File: src/rtl/release_lock_arbiter_pkg.sv
// Shared message layout, release type encodings and helpers for the release lock arbiter.
package release_lock_arbiter_pkg;

  // Network geometry: four requesters, 102-bit packed release message.
  localparam int N_IN    = 4;
  localparam int MSG_W   = 102;
  localparam int IDX_W   = 2;

  // Field positions inside the packed message (MSB to LSB:
  // src 2, dst 2, addr_beat 3, addr_block 26, xact_id 1, voluntary 1, r_type 3, data 64).
  localparam int DATA_W    = 64;
  localparam int RTYPE_LSB = 64;
  localparam int RTYPE_W   = 3;
  localparam int BEAT_LSB  = 95;
  localparam int BEAT_W    = 3;
  localparam int DST_LSB   = 98;

  // A data-carrying release occupies one refill's worth of beats.
  localparam int BEATS_DEFAULT     = 8;
  localparam int STALL_MAX_DEFAULT = 255;

  // Release message types; the first three carry a data payload.
  localparam logic [RTYPE_W-1:0] RT_RELEASE_INVALIDATE_DATA = 3'd0;
  localparam logic [RTYPE_W-1:0] RT_RELEASE_DOWNGRADE_DATA  = 3'd1;
  localparam logic [RTYPE_W-1:0] RT_RELEASE_COPY_DATA       = 3'd2;
  localparam logic [RTYPE_W-1:0] RT_RELEASE_INVALIDATE_ACK  = 3'd3;

  typedef enum logic {
    LOCK_UNLOCKED = 1'b0,
    LOCK_LOCKED   = 1'b1
  } lock_st_e;

  // True when the message type spans multiple beats and must hold the grant.
  function automatic logic has_data(input logic [RTYPE_W-1:0] r_type, input int beats);
    return (beats > 1) &&
           ((r_type == RT_RELEASE_INVALIDATE_DATA) ||
            (r_type == RT_RELEASE_DOWNGRADE_DATA)  ||
            (r_type == RT_RELEASE_COPY_DATA));
  endfunction

endpackage

File: src/rtl/release_lock_arbiter_rr_pick4.sv
// Combinational 4-way rotating-priority picker: the requester right after
// 'last' has highest priority, 'last' itself has lowest.
module rr_pick4 (
  input  logic [3:0] valid,
  input  logic [1:0] last,
  output logic [1:0] grant,
  output logic       any
);

  logic [1:0] cand;

  // Scan from lowest to highest priority so the highest-priority hit wins.
  always_comb begin
    grant = 2'd0;
    any   = 1'b0;
    cand  = last;
    for (int k = 4; k >= 1; k--) begin
      cand = last + k[1:0];
      if (valid[cand]) begin
        grant = cand;
        any   = 1'b1;
      end
    end
  end

endmodule

File: src/rtl/release_lock_arbiter.sv
// Locking round-robin arbiter for the release/voluntary-writeback network.
// Multi-beat data releases keep the grant until their final beat transfers.
module release_lock_arbiter
  import release_lock_arbiter_pkg::*;
#(
  parameter int BEATS     = BEATS_DEFAULT,
  parameter int STALL_MAX = STALL_MAX_DEFAULT
) (
  input  logic                   clk,
  input  logic                   reset,
  input  logic [N_IN-1:0]        in_valid,
  output logic [N_IN-1:0]        in_ready,
  input  logic [N_IN*MSG_W-1:0]  in_bits,
  output logic                   out_valid,
  input  logic                   out_ready,
  output logic [MSG_W-1:0]       out_bits,
  output logic [IDX_W-1:0]       out_chosen,
  output logic                   locked,
  output logic                   stall_err
);

  localparam int BCNT_W = (BEATS > 1) ? $clog2(BEATS) : 1;
  localparam int SCNT_W = $clog2(STALL_MAX + 1);
  localparam logic [BCNT_W-1:0] LAST_BEAT = BCNT_W'(BEATS - 1);
  localparam logic [SCNT_W-1:0] STALL_LIM = SCNT_W'(STALL_MAX);

  lock_st_e           lock_st_q,   lock_st_d;
  logic [IDX_W-1:0]   lock_idx_q,  lock_idx_d;
  logic [BCNT_W-1:0]  beat_cnt_q,  beat_cnt_d;
  logic [IDX_W-1:0]   last_grant_q, last_grant_d;
  logic [SCNT_W-1:0]  stall_cnt_q, stall_cnt_d;
  logic               stall_err_q, stall_err_d;

  logic [MSG_W-1:0]   msg [N_IN];
  logic [IDX_W-1:0]   pick_grant;
  logic               pick_any;
  logic               is_locked;
  logic [IDX_W-1:0]   sel_idx;
  logic               fire;

  for (genvar gi = 0; gi < N_IN; gi++) begin : g_unpack
    assign msg[gi] = in_bits[gi*MSG_W +: MSG_W];
  end

  rr_pick4 u_pick (
    .valid (in_valid),
    .last  (last_grant_q),
    .grant (pick_grant),
    .any   (pick_any)
  );

  // While locked the lock owner is the only candidate; otherwise the picker decides.
  // The picker reports index 0 when nothing is requesting, so sel_idx doubles as out_chosen.
  assign is_locked  = (lock_st_q == LOCK_LOCKED);
  assign sel_idx    = is_locked ? lock_idx_q : pick_grant;
  assign out_chosen = sel_idx;
  assign out_bits   = msg[sel_idx];
  assign out_valid  = is_locked ? in_valid[lock_idx_q] : pick_any;
  assign fire       = out_valid & out_ready;
  assign locked     = is_locked;
  assign stall_err  = stall_err_q;

  // Ready follows the grant only, never the requester's own valid.
  for (genvar gi = 0; gi < N_IN; gi++) begin : g_ready
    assign in_ready[gi] = out_ready & (sel_idx == IDX_W'(gi));
  end

  // Next-state: lock FSM, beat counter, round-robin pointer and stall watchdog.
  always_comb begin
    lock_st_d    = lock_st_q;
    lock_idx_d   = lock_idx_q;
    beat_cnt_d   = beat_cnt_q;
    last_grant_d = last_grant_q;
    stall_cnt_d  = stall_cnt_q;
    stall_err_d  = stall_err_q;

    if (fire) begin
      if (!is_locked) begin
        // Only a first beat advances the round-robin pointer.
        last_grant_d = pick_grant;
        if (has_data(out_bits[RTYPE_LSB +: RTYPE_W], BEATS)) begin
          lock_st_d  = LOCK_LOCKED;
          lock_idx_d = pick_grant;
          beat_cnt_d = BCNT_W'(1);
        end
      end else if (beat_cnt_q == LAST_BEAT) begin
        lock_st_d  = LOCK_UNLOCKED;
        beat_cnt_d = '0;
      end else begin
        beat_cnt_d = beat_cnt_q + BCNT_W'(1);
      end
    end

    // Count locked cycles with no transfer; saturate so the flag cannot wrap away.
    if (is_locked && !fire) begin
      stall_cnt_d = (stall_cnt_q == STALL_LIM) ? stall_cnt_q : stall_cnt_q + SCNT_W'(1);
    end else begin
      stall_cnt_d = '0;
    end
    stall_err_d = stall_err_q | (stall_cnt_d == STALL_LIM);
  end

  // State registers; reset abandons any message in flight.
  always_ff @(posedge clk) begin
    if (!reset) begin
      lock_st_q    <= LOCK_UNLOCKED;
      lock_idx_q   <= '0;
      beat_cnt_q   <= '0;
      last_grant_q <= IDX_W'(3);
      stall_cnt_q  <= '0;
      stall_err_q  <= 1'b0;
    end else begin
      lock_st_q    <= lock_st_d;
      lock_idx_q   <= lock_idx_d;
      beat_cnt_q   <= beat_cnt_d;
      last_grant_q <= last_grant_d;
      stall_cnt_q  <= stall_cnt_d;
      stall_err_q  <= stall_err_d;
    end
  end

endmodule

File: config.mk
export PLATFORM = sky130hd
export DESIGN_NAME = release_lock_arbiter
export DESIGN_NICKNAME = d
export VERILOG_FILES = /design/src/rtl/release_lock_arbiter_pkg.sv /design/src/rtl/release_lock_arbiter_rr_pick4.sv /design/src/rtl/release_lock_arbiter.sv
export SDC_FILE = /design/constraint.sdc
export NUM_CORES = 1
export LEC_CHECK = 0
export CAP_MARGIN = 20
export CORE_AREA = 5 5 203 205
export CTS_BUF_LIST = sky130_fd_sc_hd__clkbuf_16
export DETAILED_ROUTE_END_ITERATION = 7
export DIE_AREA = 0 0 208 210
export PLACE_DENSITY = 0.42
export SETUP_SLACK_MARGIN = 0.5
export SYNTH_ARGS = -nofsm -noshare
export SYNTH_HDL_FRONTEND = slang
export SYNTH_SLANG_ARGS = --single-unit
File: constraint.sdc
create_clock -name clk -period 4.7 [get_ports clk]
set_input_delay 0.94 -clock clk [delete_from_list [all_inputs] [get_ports clk]]
set_output_delay 0.94 -clock clk [all_outputs]
set_load 0.005 [all_outputs]
**Yosys cells after proc, flatten, opt, wreduce, memory -nomap -nowiden**

Index checks and enable logic that the tools add are counted.

- Output and inout port bits: 111
- Word-level logic and storage cells: 74
- Flip-flop bits (word level): 17
- Bits of input ports: 415

- Equal/unequal tests: 8
- Bitwise logic cells: 8
- Order comparisons: 6
- Muxes and demuxes: 31
- Add/sub/neg operators: 5
- Reductions and logical operators: 10

Operators with widths:

| operator | count |
|---|---|
| 102-bit binary-select mux with 2-bit select | 1 |
| 102-bit two-way mux | 2 |
| 8-bit == test (second input constant) | 2 |
| 8-bit two-way mux | 2 |
| 2-bit by 3-bit less-than comparator with 1-bit output (second input constant) | 5 |
| 1-bit two-way mux | 13 |
| 1-bit binary-select mux with 2-bit select | 5 |
| 2-bit two-way mux | 5 |
| 3-bit two-way mux | 3 |
| 8-bit by 1-bit adder with 8-bit output (second input constant) | 1 |
| 1-bit bitwise AND | 5 |
| 2-bit adder (second input constant) | 2 |
| 2-bit == test (second input constant) | 2 |
| 2-bit AND reduction | 2 |
| 3-bit by 1-bit adder with 3-bit output (second input constant) | 1 |
| 3-bit by 1-bit == test with 1-bit output (second input constant) | 1 |
| 3-bit by 2-bit == test with 1-bit output (second input constant) | 1 |
| 3-bit == test (second input constant) | 1 |
| 3-bit >= comparator (second input constant) | 1 |
| 3-bit logical NOT | 1 |
| 2-bit NOT with 3-bit output | 1 |
| 3-bit AND reduction | 1 |
| 2-bit by 1-bit adder with 2-bit output (second input constant) | 1 |
| 2-bit by 1-bit == test with 1-bit output (second input constant) | 1 |
| 7 further kinds | 8 |

**Longest topological paths before layout**

Gate-level depths: netlist of the first run.

- Word-level depth: 16
- Depth in mapped cells: 10
- Depth with buffers taken out: 8

**Modules after synthesis**

From an unflattened synthesis of the first run, not the netlist that was laid out.

- Cell total of the unflattened synthesis: 820
- Area total of the unflattened synthesis: 4236.6 um^2

By module, submodules not included:

| module | sequential area each (um^2) | cells an instance | area an instance (um^2) | instances |
|---|---|---|---|---|
| release_lock_arbiter | 340.3 | 806 | 4145.2 | 1 |
| rr_pick4 | 0.0 | 14 | 91.3 | 1 |

**Worst setup path before layout of the first run**

Ideal clock, no wire load.

- Path kind: input-to-output
- Start point: in in_valid[0]
- End point: out out_bits[100]
- Buffers on the path: 3
- Setup slack: 1195 ps
- Arrival: 2565 ps
- Data required time: 3760 ps
- Cell stages on the path: 9
- Path through: nor2_1 o22a_1 a22oi_1 clkbuf_1 clkbuf_1 clkbuf_1 nand2_1 and3_1 a31oi_1

- Longest elaborated chain between the ends: 11
- Elaborated cells on any way between the ends: 17
- Classes of those cells: mux (16); bitwise (1)

Ends and longest elaborated chain:

| item | line | text |
|---|---|---|
| from (decl) | release_lock_arbiter.sv:11 | `input logic [N_IN-1:0] in_valid,` |
| 1-bit binary-select mux with 2-bit select | release_lock_arbiter_rr_pick4.sv:19 | `if (valid[cand]) begin` |
| 1-bit two-way mux (not written as such) | release_lock_arbiter_rr_pick4.sv:19 |  |
| 2-bit two-way mux (3 in a row) | release_lock_arbiter_rr_pick4.sv:19 |  |
| 2-bit two-way mux (*) | release_lock_arbiter_rr_pick4.sv:19 |  |
| 2-bit two-way mux (*) | release_lock_arbiter.sv:55 | `assign sel_idx = is_locked ? lock_idx_q : pick_grant;` |
| 2-bit NOT with 3-bit output (not written as such) (*) | release_lock_arbiter.sv:57 | `assign out_bits = msg[sel_idx];` |
| 102-bit binary-select mux with 2-bit select (*) | release_lock_arbiter.sv:57 |  |
| 102-bit two-way mux (not written as such) (*) (2 in a row) | release_lock_arbiter.sv:57 |  |
| to (decl) | release_lock_arbiter.sv:16 | `output logic [MSG_W-1:0] out_bits,` |

Every way passes the cells marked *; elsewhere a longest branch is shown, timed or not. The select of a mux whose other input is x is not followed.

**Worst setup path after layout of the first run**

- Start point: in in_valid[3]
- End point: out out_bits[51]

Same word-level chain as after synthesis.

==> summary.txt, run 1 <==
Synth
  – Unique masters post-synth: 38
  – Mapped Area: about 0.0041 sq mm
  – Yosys warns: 0
  – Register area share after synthesis: 8.31%
  – Post-synth top area share: slightly below 40%
  – Post-synth top area cell: nand2_1
  – Syn_nets: roughly 1,200
  – Largest cells by area after synthesis: nand2_1 (39%), a31oi_1 (16%), and3_1 (16%)
  – Seq cells post-synth: 17
  – Post-Synthesis Cells: ~800
  – Post-Syn Area per Cell: just over 5 sq um

GRT
  – Initial antenna violation count: 3
  – Largest net degree at the start of global routing: 53
  – Number of global-route vias before repair: 7,975
  – Global-route wire length before repair: 52.3 mm
  – Gr ovfl total: 0
  – GR Util All Layers: between 15 and 20%

Setup path
  – Startpoint types: input pin
  – CP Capture Point: out_bits[51]
  – CP max FO: 26
  – Flop2flop setup slack: a little over 2 ns
  – Worst r2r src: last_grant_q[1]
  – CP startpoint: in_valid[3]
  – WP data arrival: ~3.2 ns
  – Setup CP Type: in -> out
  – Reg-to-reg endpoint: lock_idx_q[0]
  – CP endpoint kind: output port
  – Worst r2r path cells: 7
  – Required @ worst endpoint: 3.76 ns

CTS
  – Hold buffer count at CTS: 0
  – Clock slew at reported path FFs: approximately 0.060 ns
  – CTS H-tree depth: 1
  – CTS Sinks: 17
  – Clock latency on the worst-skew pair: 0.25 ns
  – CTS tree: yes
  – Clock Tree Root: clkbuf_16
  – CTS Buf Count: 3
  – Clk buf depth: 2

Placement
  – DP HPWL: 29.3 mm
  – PortBufs: about 530
  – Placer Congestion: around 0.92
  – Post-DP Area: about 0.010 sq mm
  – Placement Setup Slack: 0.00975 ns

Route
  – Routed WL: 37.6 mm
  – Highest metal used: met5
  – Met3 routed WL: 2.98 mm
  – DR vias: about 7,800
  – Vias per cell: 4.19
  – DR pass1 iterations: 5
  – 1st-iter DRT viols: 390
  – Metal1 wirelength: around 15 mm
  – DR WL/cell: 20.2 um
  – Met2 wire length: around 19 mm
  – Drt drc: 0
  – Antenna-violating nets left: 0

Floorplan
  – Die H: about 210 um
  – FP Rows: 73
  – Initial core utilization: 10.4%
  – Die ar.: 0.0437 sq mm
  – Horiz. Die Dim: 208 um
  – Core Region: 0.0393 sq mm
  – IO Pins: ~530

Power and ir drop
  – Static Leak: 4.74 nW
  – P per Cell Area: 264 mW/mm^2
  – Maximum vdd drop: 0.115 mV

Final layout
  – Share of layout cells above drive strength 1: ~7.5%
  – Fin area: 0.0110 sq mm
  – Commonest non-fill, non-tap cell in the layout: clkdlybuf4s50_1
  – Most frequent cells in the layout: clkdlybuf4s50_1 (462), nand2_1 (428), and3_1 (103)
  – Final #Nets: roughly 1,800
  – Area Growth Syn to Fin: 168%

STA
  – Final Hold Viols: 0
  – Relative slew margins: between 60% and 70%
  – Tmin final: 4.13 ns
  – Worst Skew: between 0.002 and 0.003 ns
  – RSZ-0062 raised after global routing: yes
  – Final setup viols: 0
  – Slew @ Worst Pin: approximately 0.5 ns
  – Slew Limit Fails: 0
  – Setup TNS: 0 ns
  – Fin worst setup slack: between 0.5 and 0.6 ns
  – Hold WS: around 0.5 ns
  – Peak Freq: approximately 240 MHz
  – Final period util: between 80 and 90%

Outcome
  – Status: completed

Hold path
  – Worst min-delay path class: reg -> reg

Job
  – Max capacitance violation total: 0
[power by group]
part	switching [W]	leakage (nW)	internal (W)
Sequential	0.0000131	0.138	0.000153
Clock	0.0000607	0.0371	0.000115
Combinational	0.00115	4.57	0.00141
[final cells by class]
type                    instances  area [sq um]
fillers                      4371         28300
multi-input cells             713          3550
well taps                     525           657
diodes                          2          5.00
clock buffers                   3          75.1
flip-flops and latches         17           340
repair buffers                596          6300
inverters                       5          31.3
clock inverters                 1          7.51
[synth_stat cells]
cell type and n:
ha_1 3, inv_2 3, clkbuf_1 60, nor4_1 2, dfxtp_1 17, buf_2 2, nor3_1 5, nor2_1 17
a21oi_1 4, a311oi_1 1, a32o_1 1, o21ai_0 3, o22a_1 1, o32ai_1 1, mux2i_4 1, a21boi_0 1
a31oi_1 105, mux4_2 2, nand4_1 2, and3_1 103, mux2_2 1, nand2b_1 2, o21a_1 1, o31a_1 1
xnor2_1 1, buf_1 7, nor4_4 1, o211ai_1 3, a22oi_1 1, xor2_1 3, inv_1 2, and2_1 2
a211oi_1 1, nand2_1 428, nand3_1 8, o221ai_2 1, mux2i_1 6, nor2b_1 1
[critical path, cell delays in order]
cell and delay [ns]:
clkdlybuf4s15_2 0.23, nor2_1 0.21, a311oi_2 0.08, a22oi_2 0.21, buf_12 0.18, buf_16 0.17, buf_16 0.17, nand2_1 0.13
and3_1 0.19, a31oi_1 0.13, clkdlybuf4s50_1 0.52
[state kept, by name (all words and copies together), names as in the netlist]
| register | count |
|---|---|
| locked | 1 |
| last_grant_q | 2 |
| lock_idx_q | 2 |
| stall_cnt_q | 8 |
| beat_cnt_q | 3 |
| stall_err | 1 |
[routing by layer]
metal | vias to the layer above | global-route usage (%)
met2 | 412 | 28.1
met1 | 3553 | 18.1
met3 | 24 | 4.51
met5 | - | 0
met4 | 2 | 1.97
li1 | 3810 | -
[cell families after synthesis]
logic type	share of synthesized area, %
AO/OA/AOI/OAI	19.7
XOR/XNOR	0.856
adder cells (fa/ha/maj)	0.917
buffers and inverters	6.85
flip-flops	8.31
multiplexers	3.39
AND/OR/NAND/NOR	60.0
[per-stage QoR]
| stage | total power, W | std cells | util (%) |
|---|---|---|---|
| 3_5_place_dp | 0.00258 | 1827 | 26.2 |
| 3_3_place_gp | 0.00259 | 1827 | 26.2 |
| 4_1_cts | 0.00284 | 1842 | 27.0 |
| 5_1_grt | 0.00311 | 1861 | 27.9 |
| 6_report | 0.00290 | 1862 | 27.9 |
| 2_1_floorplan | 0.00104 | 804 | - |
[worst min-delay path by stage]
stage,startpoint,depth (start not counted),slack (ns),end
2_1_floorplan,lock_idx_q[1],2,0.45,lock_idx_q[1]
3_3_place_gp,stall_cnt_q[1],2,0.48,stall_cnt_q[1]
3_5_place_dp,stall_cnt_q[1],2,0.48,stall_cnt_q[1]
4_1_cts,stall_cnt_q[1],2,0.49,stall_cnt_q[1]
5_1_grt,stall_cnt_q[1],2,0.51,stall_cnt_q[1]
6_report,stall_cnt_q[1],2,0.49,stall_cnt_q[1]
[repair_timing]
action                                  in CTS  in global routing
pin swaps                                    0                  2
gates cloned                                 5                  6
buffers inserted                             6                 12
resized for setup                           63                 33
endpoints found under the setup margin     107                 62
Power figures use the tool's default switching activity.
==> run 2, diff against run 1 <==
--- a/config.mk
+++ b/config.mk
@@ -6,10 +6,10 @@
 export NUM_CORES = 1
 export LEC_CHECK = 0
 export CAP_MARGIN = 20
-export CORE_AREA = 5 5 203 205
+export CORE_AREA = 5 5 202 204
 export CTS_BUF_LIST = sky130_fd_sc_hd__clkbuf_16
 export DETAILED_ROUTE_END_ITERATION = 7
-export DIE_AREA = 0 0 208 210
+export DIE_AREA = 0 0 207 209
 export PLACE_DENSITY = 0.42
 export SETUP_SLACK_MARGIN = 0.5
 export SYNTH_ARGS = -nofsm -noshare
==> constraint.sdc (replaced) <==
create_clock -name clk -period 4.1 [get_ports clk]
set_input_delay 0.82 -clock clk [delete_from_list [all_inputs] [get_ports clk]]
set_output_delay 0.82 -clock clk [all_outputs]
set_load 0.005 [all_outputs]
==> summary.txt, run 2 (synthesized netlist as in run 1, its figures left out) <==
Outcome
  – Status: completed

STA
  – Worst Skew: 0.00268 ns (+0.00000470 ns)
  – Final period util: slightly below 90%
  – Slew Limit Fails: 0 (unchanged)
  – Final setup viols: 0 (unchanged)
  – Final Hold Viols: 0 (unchanged)
  – Fin worst setup slack: 0.550 ns (-0.0239 ns)
  – Tmin final: roughly 3.6 ns
  – Slew @ Worst Pin: 0.502 ns (-0.0114 ns)
  – Relative slew margins: 66.3% (+0.76 points)
  – Peak Freq: ~280 MHz
  – RSZ-0062 raised after global routing: yes

Route
  – Routed WL: 37.2 mm (-1.0%)
  – DR WL/cell: 19.5 um (-3.3%)
  – Drt drc: 0 (unchanged)
  – DR pass1 iterations: 5 (unchanged)
  – DR vias: 7,964 (+2.1%)
  – Vias per cell: 4.18 (-0.32%)
  – Antenna-violating nets left: 0 (unchanged)
  – 1st-iter DRT viols: 367 (-5.9%)

GRT
  – Gr ovfl total: 0 (unchanged)
  – Initial antenna violation count: 4 (+1)
  – Global-route wire length before repair: 53.2 mm (+1.9%)
  – GR Util All Layers: 15.6% (+0.37 points)
  – Number of global-route vias before repair: 8,327 (+4.4%)
  – Largest net degree at the start of global routing: 32 (-40%)

CTS
  – Hold buffer count at CTS: 0 (unchanged)
  – CTS H-tree depth: 1 (unchanged)
  – CTS Sinks: 17 (unchanged)
  – Clock Tree Root: clkbuf_16
  – Clock slew at reported path FFs: 0.05 ns (about the same)
  – Clock latency on the worst-skew pair: 0.24 ns (about the same)
  – Clk buf depth: 2 (unchanged)
  – CTS tree: yes
  – CTS Buf Count: 3 (unchanged)

Setup path
  – Slowest cell on the critical path: a311oi_2
  – CP max FO: 6 (-77%)
  – Crit-path cells: buf_4 > nand2_2 > a311oi_2 > a22oi_2 > buf_6 > buf_4 > inv_8 > buf_4 > nand2_1 > and3_1 > a31oi_1 > buf_4 > clkdlybuf4s15_2
  – Startpoint types: input pin
  – Bufs and invs on worst path: 7 (+2)
  – Required @ worst endpoint: 3.28 ns (-0.48 ns)
  – CP endpoint kind: output port
  – Setup CP Type: in -> out
  – CP peak stage delay: 0.30 ns (-0.22 ns)
  – CP top delay family: buffers and inverters
  – Cell mode on critical path: buf_4
  – WP data arrival: 2.73 ns (-0.46 ns)

Final layout
  – Largest registers: stall_cnt_q x8, beat_cnt_q x3
  – Number of flip-flops in the largest register: 8 (unchanged)
  – Share of layout cells above drive strength 1: 19.4% (+12 points)
  – Fillers: 4,367 (-0.092%)
  – Largest register by flop count: stall_cnt_q
  – Final #Nets: 1,799 (+2.6%)
  – Most frequent cells in the layout: nand2_1 (426), clkdlybuf4s50_1 (416), and3_1 (94)
  – Commonest non-fill, non-tap cell in the layout: nand2_1
  – Area Growth Syn to Fin: 182%
  – Fin area: 0.0116 sq mm (+5.4%)

Hold path
  – Worst min-delay path class: reg -> reg

Floorplan
  – IO Pins: 526 (unchanged)
  – FP Rows: 73 (unchanged)
  – Horiz. Die Dim: 207 um (-0.48%)
  – Core Region: 0.0391 sq mm (-0.47%)
  – Die ar.: 0.0433 sq mm (-0.95%)
  – Die H: 209 um (-0.48%)
  – Initial core utilization: 10.5% (+0.049 points)

Power and ir drop
  – Net Sw Power: 0.00152 W (+24%)
  – Flop pwr share: 5.4% (-0.3 points)
  – Pint: 0.00204 W (+22%)
  – Clock share of power: 5.4% (-0.7 points)
  – Static Leak: 4.95 nW (+4.4%)
  – P per Cell Area: 307 mW/mm^2 (+16%)
  – Gate power share: 89.2% (+1.0 points)
  – Switching share of power: 42.7% (+0.49 points)
  – Maximum vdd drop: 0.158 mV (+38%)

Placement
  – PortBufs: 525 (unchanged)
  – Placement Setup Slack: -0.289 ns (-0.298 ns)
  – Post-DP Area: 0.0105 sq mm (+2.0%)
  – DP HPWL: 28.6 mm (-2.5%)
  – Placer Congestion: 0.869 (-5.2%)

Job
  – Max capacitance violation total: 0 (unchanged)
[run 2: cell types whose count changed in the layout (fill, tap and decap cells not counted), sizes merged, moves of 2 or more]
cell,delta
bufbuf,+2
inv,+3
dlymetal6s2s,-17
buf,+89
dlygate4sd2,-28
clkdlybuf4s50,-46
clkbuf,+30
clkdlybuf4s15,+13
[run 2: per-stage QoR]
step	std cells	total power (W)	setup TNS (ns)	util (%)	hold WS (ns)
global route	1906	0.00381	0	29.6	0.522
finish	1907	0.00355	0	29.6	0.472
detailed placement	1851	0.00300	-14.31	26.8	0.468
CTS	1892	0.00347	0	29.0	0.481
global placement	1851	0.00301	-14.46	26.8	0.459
floorplan	804	0.00119	0	-	0.453
[run 2: what timing repair did]
action / 4_1_cts / 5_1_grt
gates resized for setup: 348 / 109
gates cloned: 11 / 5
pin swaps: 12 / 10
endpoints found under the hold margin: 0 / 0
endpoints found under the setup margin: 110 / 101
setup buffers: 26 / 8
[run 2: worst paths after layout]
kind | start | endpoint | slack (ns) | cells past startpoint
max | in_valid[3] | out_bits[8] | 0.55 | 13
min | stall_err | stall_err | 0.47 | 1
max reg2reg | last_grant_q[1] | lock_idx_q[0] | 1.18 | 12
min reg2reg | stall_err | stall_err | 0.47 | 1
[run 2: layer usage]
layer	up-vias	wire [um]	GRT usage [%]
li1	3903	-	-
met1	3675	15400	18.9
met2	364	18700	28.9
met3	18	2660	3.90
met4	4	415	1.71
met5	-	33	0
[run 2: final cells by class]
cell class | count | area (sq um) | share of cell area (%)
timing repair inverter | 2 | 20.0 | 0.173
tap | 525 | 657 | 5.68
clock buffer | 3 | 75.1 | 0.649
clock inverter | 1 | 3.75 | 0.0325
antenna | 2 | 5.00 | 0.0433
multi-input combinational | 713 | 3960 | 34.3
timing repair buffer | 639 | 6460 | 55.8
sequential | 17 | 340 | 2.94
inverter | 5 | 45.0 | 0.389
[run 2: power by group through the flow]
stage                     registers, W  logic [W]  clock network, W
after detailed placement      0.000194    0.00281                 0
final                         0.000192    0.00317          0.000193
after floorplan               0.000186    0.00101                 0
after global placement        0.000194    0.00282                 0
after global routing          0.000194    0.00341          0.000208
after CTS                     0.000192    0.00308          0.000199
[run 2: worst register-to-register path: stages, from the launching register on]
cell and delay [ns]:
dfxtp_1 0.50, nand2_1 0.10, o22a_1 0.23, a22oi_2 0.29, buf_6 0.18, buf_4 0.14, inv_8 0.05, buf_6 0.14
mux4_2 0.31, buf_4 0.16, buf_4 0.14, nor4_4 0.40, mux2i_1 0.23
==> run 3, diff against run 2 <==
--- a/config.mk
+++ b/config.mk
@@ -11,7 +11,7 @@
 export DETAILED_ROUTE_END_ITERATION = 7
 export DIE_AREA = 0 0 207 209
 export PLACE_DENSITY = 0.42
-export SETUP_SLACK_MARGIN = 0.5
+export SETUP_SLACK_MARGIN = 0.2
 export SYNTH_ARGS = -nofsm -noshare
 export SYNTH_HDL_FRONTEND = slang
 export SYNTH_SLANG_ARGS = --single-unit
==> summary.txt, run 3 (synthesized netlist as in run 1, its figures left out) <==
Hold path
  – Hold Crit Depth: 1 (unchanged)
  – Worst min-delay path class: reg -> reg

Floorplan
  – Core Region: 0.0391 sq mm (unchanged)
  – Initial core utilization: 10.5% (unchanged)
  – Die ar.: 0.0433 sq mm (unchanged)
  – IO Pins: 526 (unchanged)
  – Die H: 209 um (unchanged)
  – FP Rows: 73 (unchanged)
  – Horiz. Die Dim: 207 um (unchanged)

STA
  – Final Hold Viols: 0 (unchanged)
  – Setup TNS: 0 ns (unchanged)
  – Final setup viols: 0 (unchanged)
  – Tmin final: 3.88 ns (+0.331 ns)
  – Worst Skew: 0.000928 ns (-0.00175 ns)
  – Relative slew margins: 66.7% (+0.42 points)
  – Slew @ Worst Pin: 0.496 ns (-0.00626 ns)
  – RSZ-0062 raised after global routing: yes
  – Peak Freq: 258 MHz (-8.5%)
  – Slew Limit Fails: 0 (unchanged)
  – Final period util: 94.7% (+8.1 points)

Setup path
  – Crit-path cells: clkdlybuf4s15_1 > nor2_1 > o22a_1 > a22oi_2 > buf_6 > buf_12 > buf_4 > nand2_1 > and3_1 > a31oi_1 > clkdlybuf4s50_1
  – Startpoint types: input pin
  – Slowest cell on the critical path: clkdlybuf4s50_1
  – Worst r2r path cells: 11 (-1)
  – Setup CP Type: in -> out
  – Required @ worst endpoint: 3.28 ns (about the same)
  – CP peak stage delay: 0.53 ns (+0.23 ns)
  – CP endpoint kind: output port
  – CP max FO: 11 (+5)
  – WP data arrival: 3.06 ns (+0.33 ns)

CTS
  – CTS tree: yes
  – CTS H-tree depth: 1 (unchanged)
  – Clock latency on the worst-skew pair: 0.24 ns (about the same)
  – CTS Buf Count: 3 (unchanged)
  – Clk buf depth: 2 (unchanged)
  – Clock Tree Root: clkbuf_16
  – Clock slew at reported path FFs: 0.05 ns (about the same)
  – CTS Sinks: 17 (unchanged)
  – Hold buffer count at CTS: 0 (unchanged)

Power and ir drop
  – Static Leak: 4.91 nW (-0.92%)
  – Maximum vdd drop: 0.155 mV (-1.7%)
  – P per Cell Area: 294 mW/mm^2 (-4.4%)

Final layout
  – Final #Nets: 1,781 (-1.0%)
  – Fillers: 4,393 (+0.60%)
  – Number of flip-flops in the largest register: 8 (unchanged)
  – Most frequent cells in the layout: nand2_1 (428), clkdlybuf4s50_1 (423), and3_1 (101)
  – Commonest non-fill, non-tap cell in the layout: nand2_1
  – Share of layout cells above drive strength 1: 10.9% (-8.5 points)
  – Final Util: 28.5% (-1.0 points)
  – Area Growth Syn to Fin: 173%
  – Largest registers: stall_cnt_q x8, beat_cnt_q x3
  – Largest register by flop count: stall_cnt_q

GRT
  – Initial antenna violation count: 4 (unchanged)
  – Number of global-route vias before repair: 8,188 (-1.7%)
  – GR Util All Layers: 15.3% (-0.38 points)
  – Largest net degree at the start of global routing: 32 (unchanged)
  – Global-route wire length before repair: 52.0 mm (-2.3%)
  – Gr ovfl total: 0 (unchanged)

Job
  – Max capacitance violation total: 0 (unchanged)

Outcome
  – Status: completed

Placement
  – DP HPWL: 28.6 mm (unchanged)
  – Placer Congestion: 0.869 (unchanged)
  – PortBufs: 525 (unchanged)

Route
  – Antenna-violating nets left: 0 (unchanged)
  – Vias per cell: 4.14 (-0.86%)
  – DR pass1 iterations: 5 (unchanged)
  – DR WL/cell: 19.0 um (-2.5%)
  – Routed WL: 35.9 mm (-3.5%)
  – 1st-iter DRT viols: 410 (+12%)
  – Drt drc: 0 (unchanged)
  – DR vias: 7,817 (-1.8%)
[run 3: changes by cell type in the layout (fill, tap and decap cells not counted), sizes merged]
cell / previous run / this run
buf: 150 / 96
dlygate4sd2: 12 / 65
clkbuf: 41 / 11
dlymetal6s2s: 1 / 15
clkdlybuf4s15: 15 / 8
clkdlybuf4s50: 416 / 423
bufbuf: 7 / 6
clkinv: 0 / 1
diode: 2 / 1
inv: 7 / 6
[run 3: per-stage QoR]
step	hold slack, ns	cell area [sq um]	setup slack, ns	instances	power, W
floorplan	0.453	4090	0.835	804	0.00119
global placement	0.459	10500	-0.291	1851	0.00301
detailed placement	0.468	10500	-0.289	1851	0.00300
CTS	0.481	11000	0.165	1878	0.00331
global route	0.522	11200	0.0949	1888	0.00354
finish	0.472	11200	0.219	1888	0.00328
[run 3: critical path, delay by kind of cell]
kind                   cells  cell delay, ns
AND/OR/NAND/NOR            3            0.29
AO/OA/AOI/OAI              3            0.68
buffers and inverters      5            1.27
[run 3: worst paths after layout]
check                       start             to  slack [ns]
hold reg to reg         stall_err      stall_err        0.47
setup reg to reg  last_grant_q[1]  lock_idx_q[1]        1.19
setup / recovery      in_valid[1]   out_bits[37]        0.22
hold / removal          stall_err      stall_err        0.47
[run 3: routing by layer]
layer	share of wire, %	wire (um)	track usage, %
met1	41	14800	18.4
met2	50	17900	27.8
met3	7.6	2730	4.32
met4	1.3	461	1.92
met5	0.13	46	0
[run 3: area by class of cell]
| cell class | instances | area (sq um) | share of cell area [%] |
|---|---|---|---|
| Clock buffer | 3 | 75.1 | 0.673 |
| Inverter | 5 | 40.0 | 0.359 |
| Sequential cell | 17 | 340 | 3.05 |
| Multi-Input combinational cell | 713 | 3650 | 32.7 |
| Clock inverter | 1 | 3.75 | 0.0336 |
| Antenna cell | 1 | 2.50 | 0.0224 |
| Timing Repair Buffer | 621 | 6380 | 57.1 |
| Tap cell | 525 | 657 | 5.89 |
| Timing Repair inverter | 2 | 11.3 | 0.101 |
[run 3: timing repair]
item / CTS / global route
cloned: 7 / 2
endpoints found under the setup margin: 106 / 57
setup buffers: 16 / 7
resized for setup: 144 / 48
pin swaps: 4 / 2
[run 3: power breakdown]
group	switching [W]	total, W	internal, W
clock network	0.0000613	0.000191	0.000129
logic	0.00129	0.00290	0.00160
registers	0.0000168	0.000192	0.000175
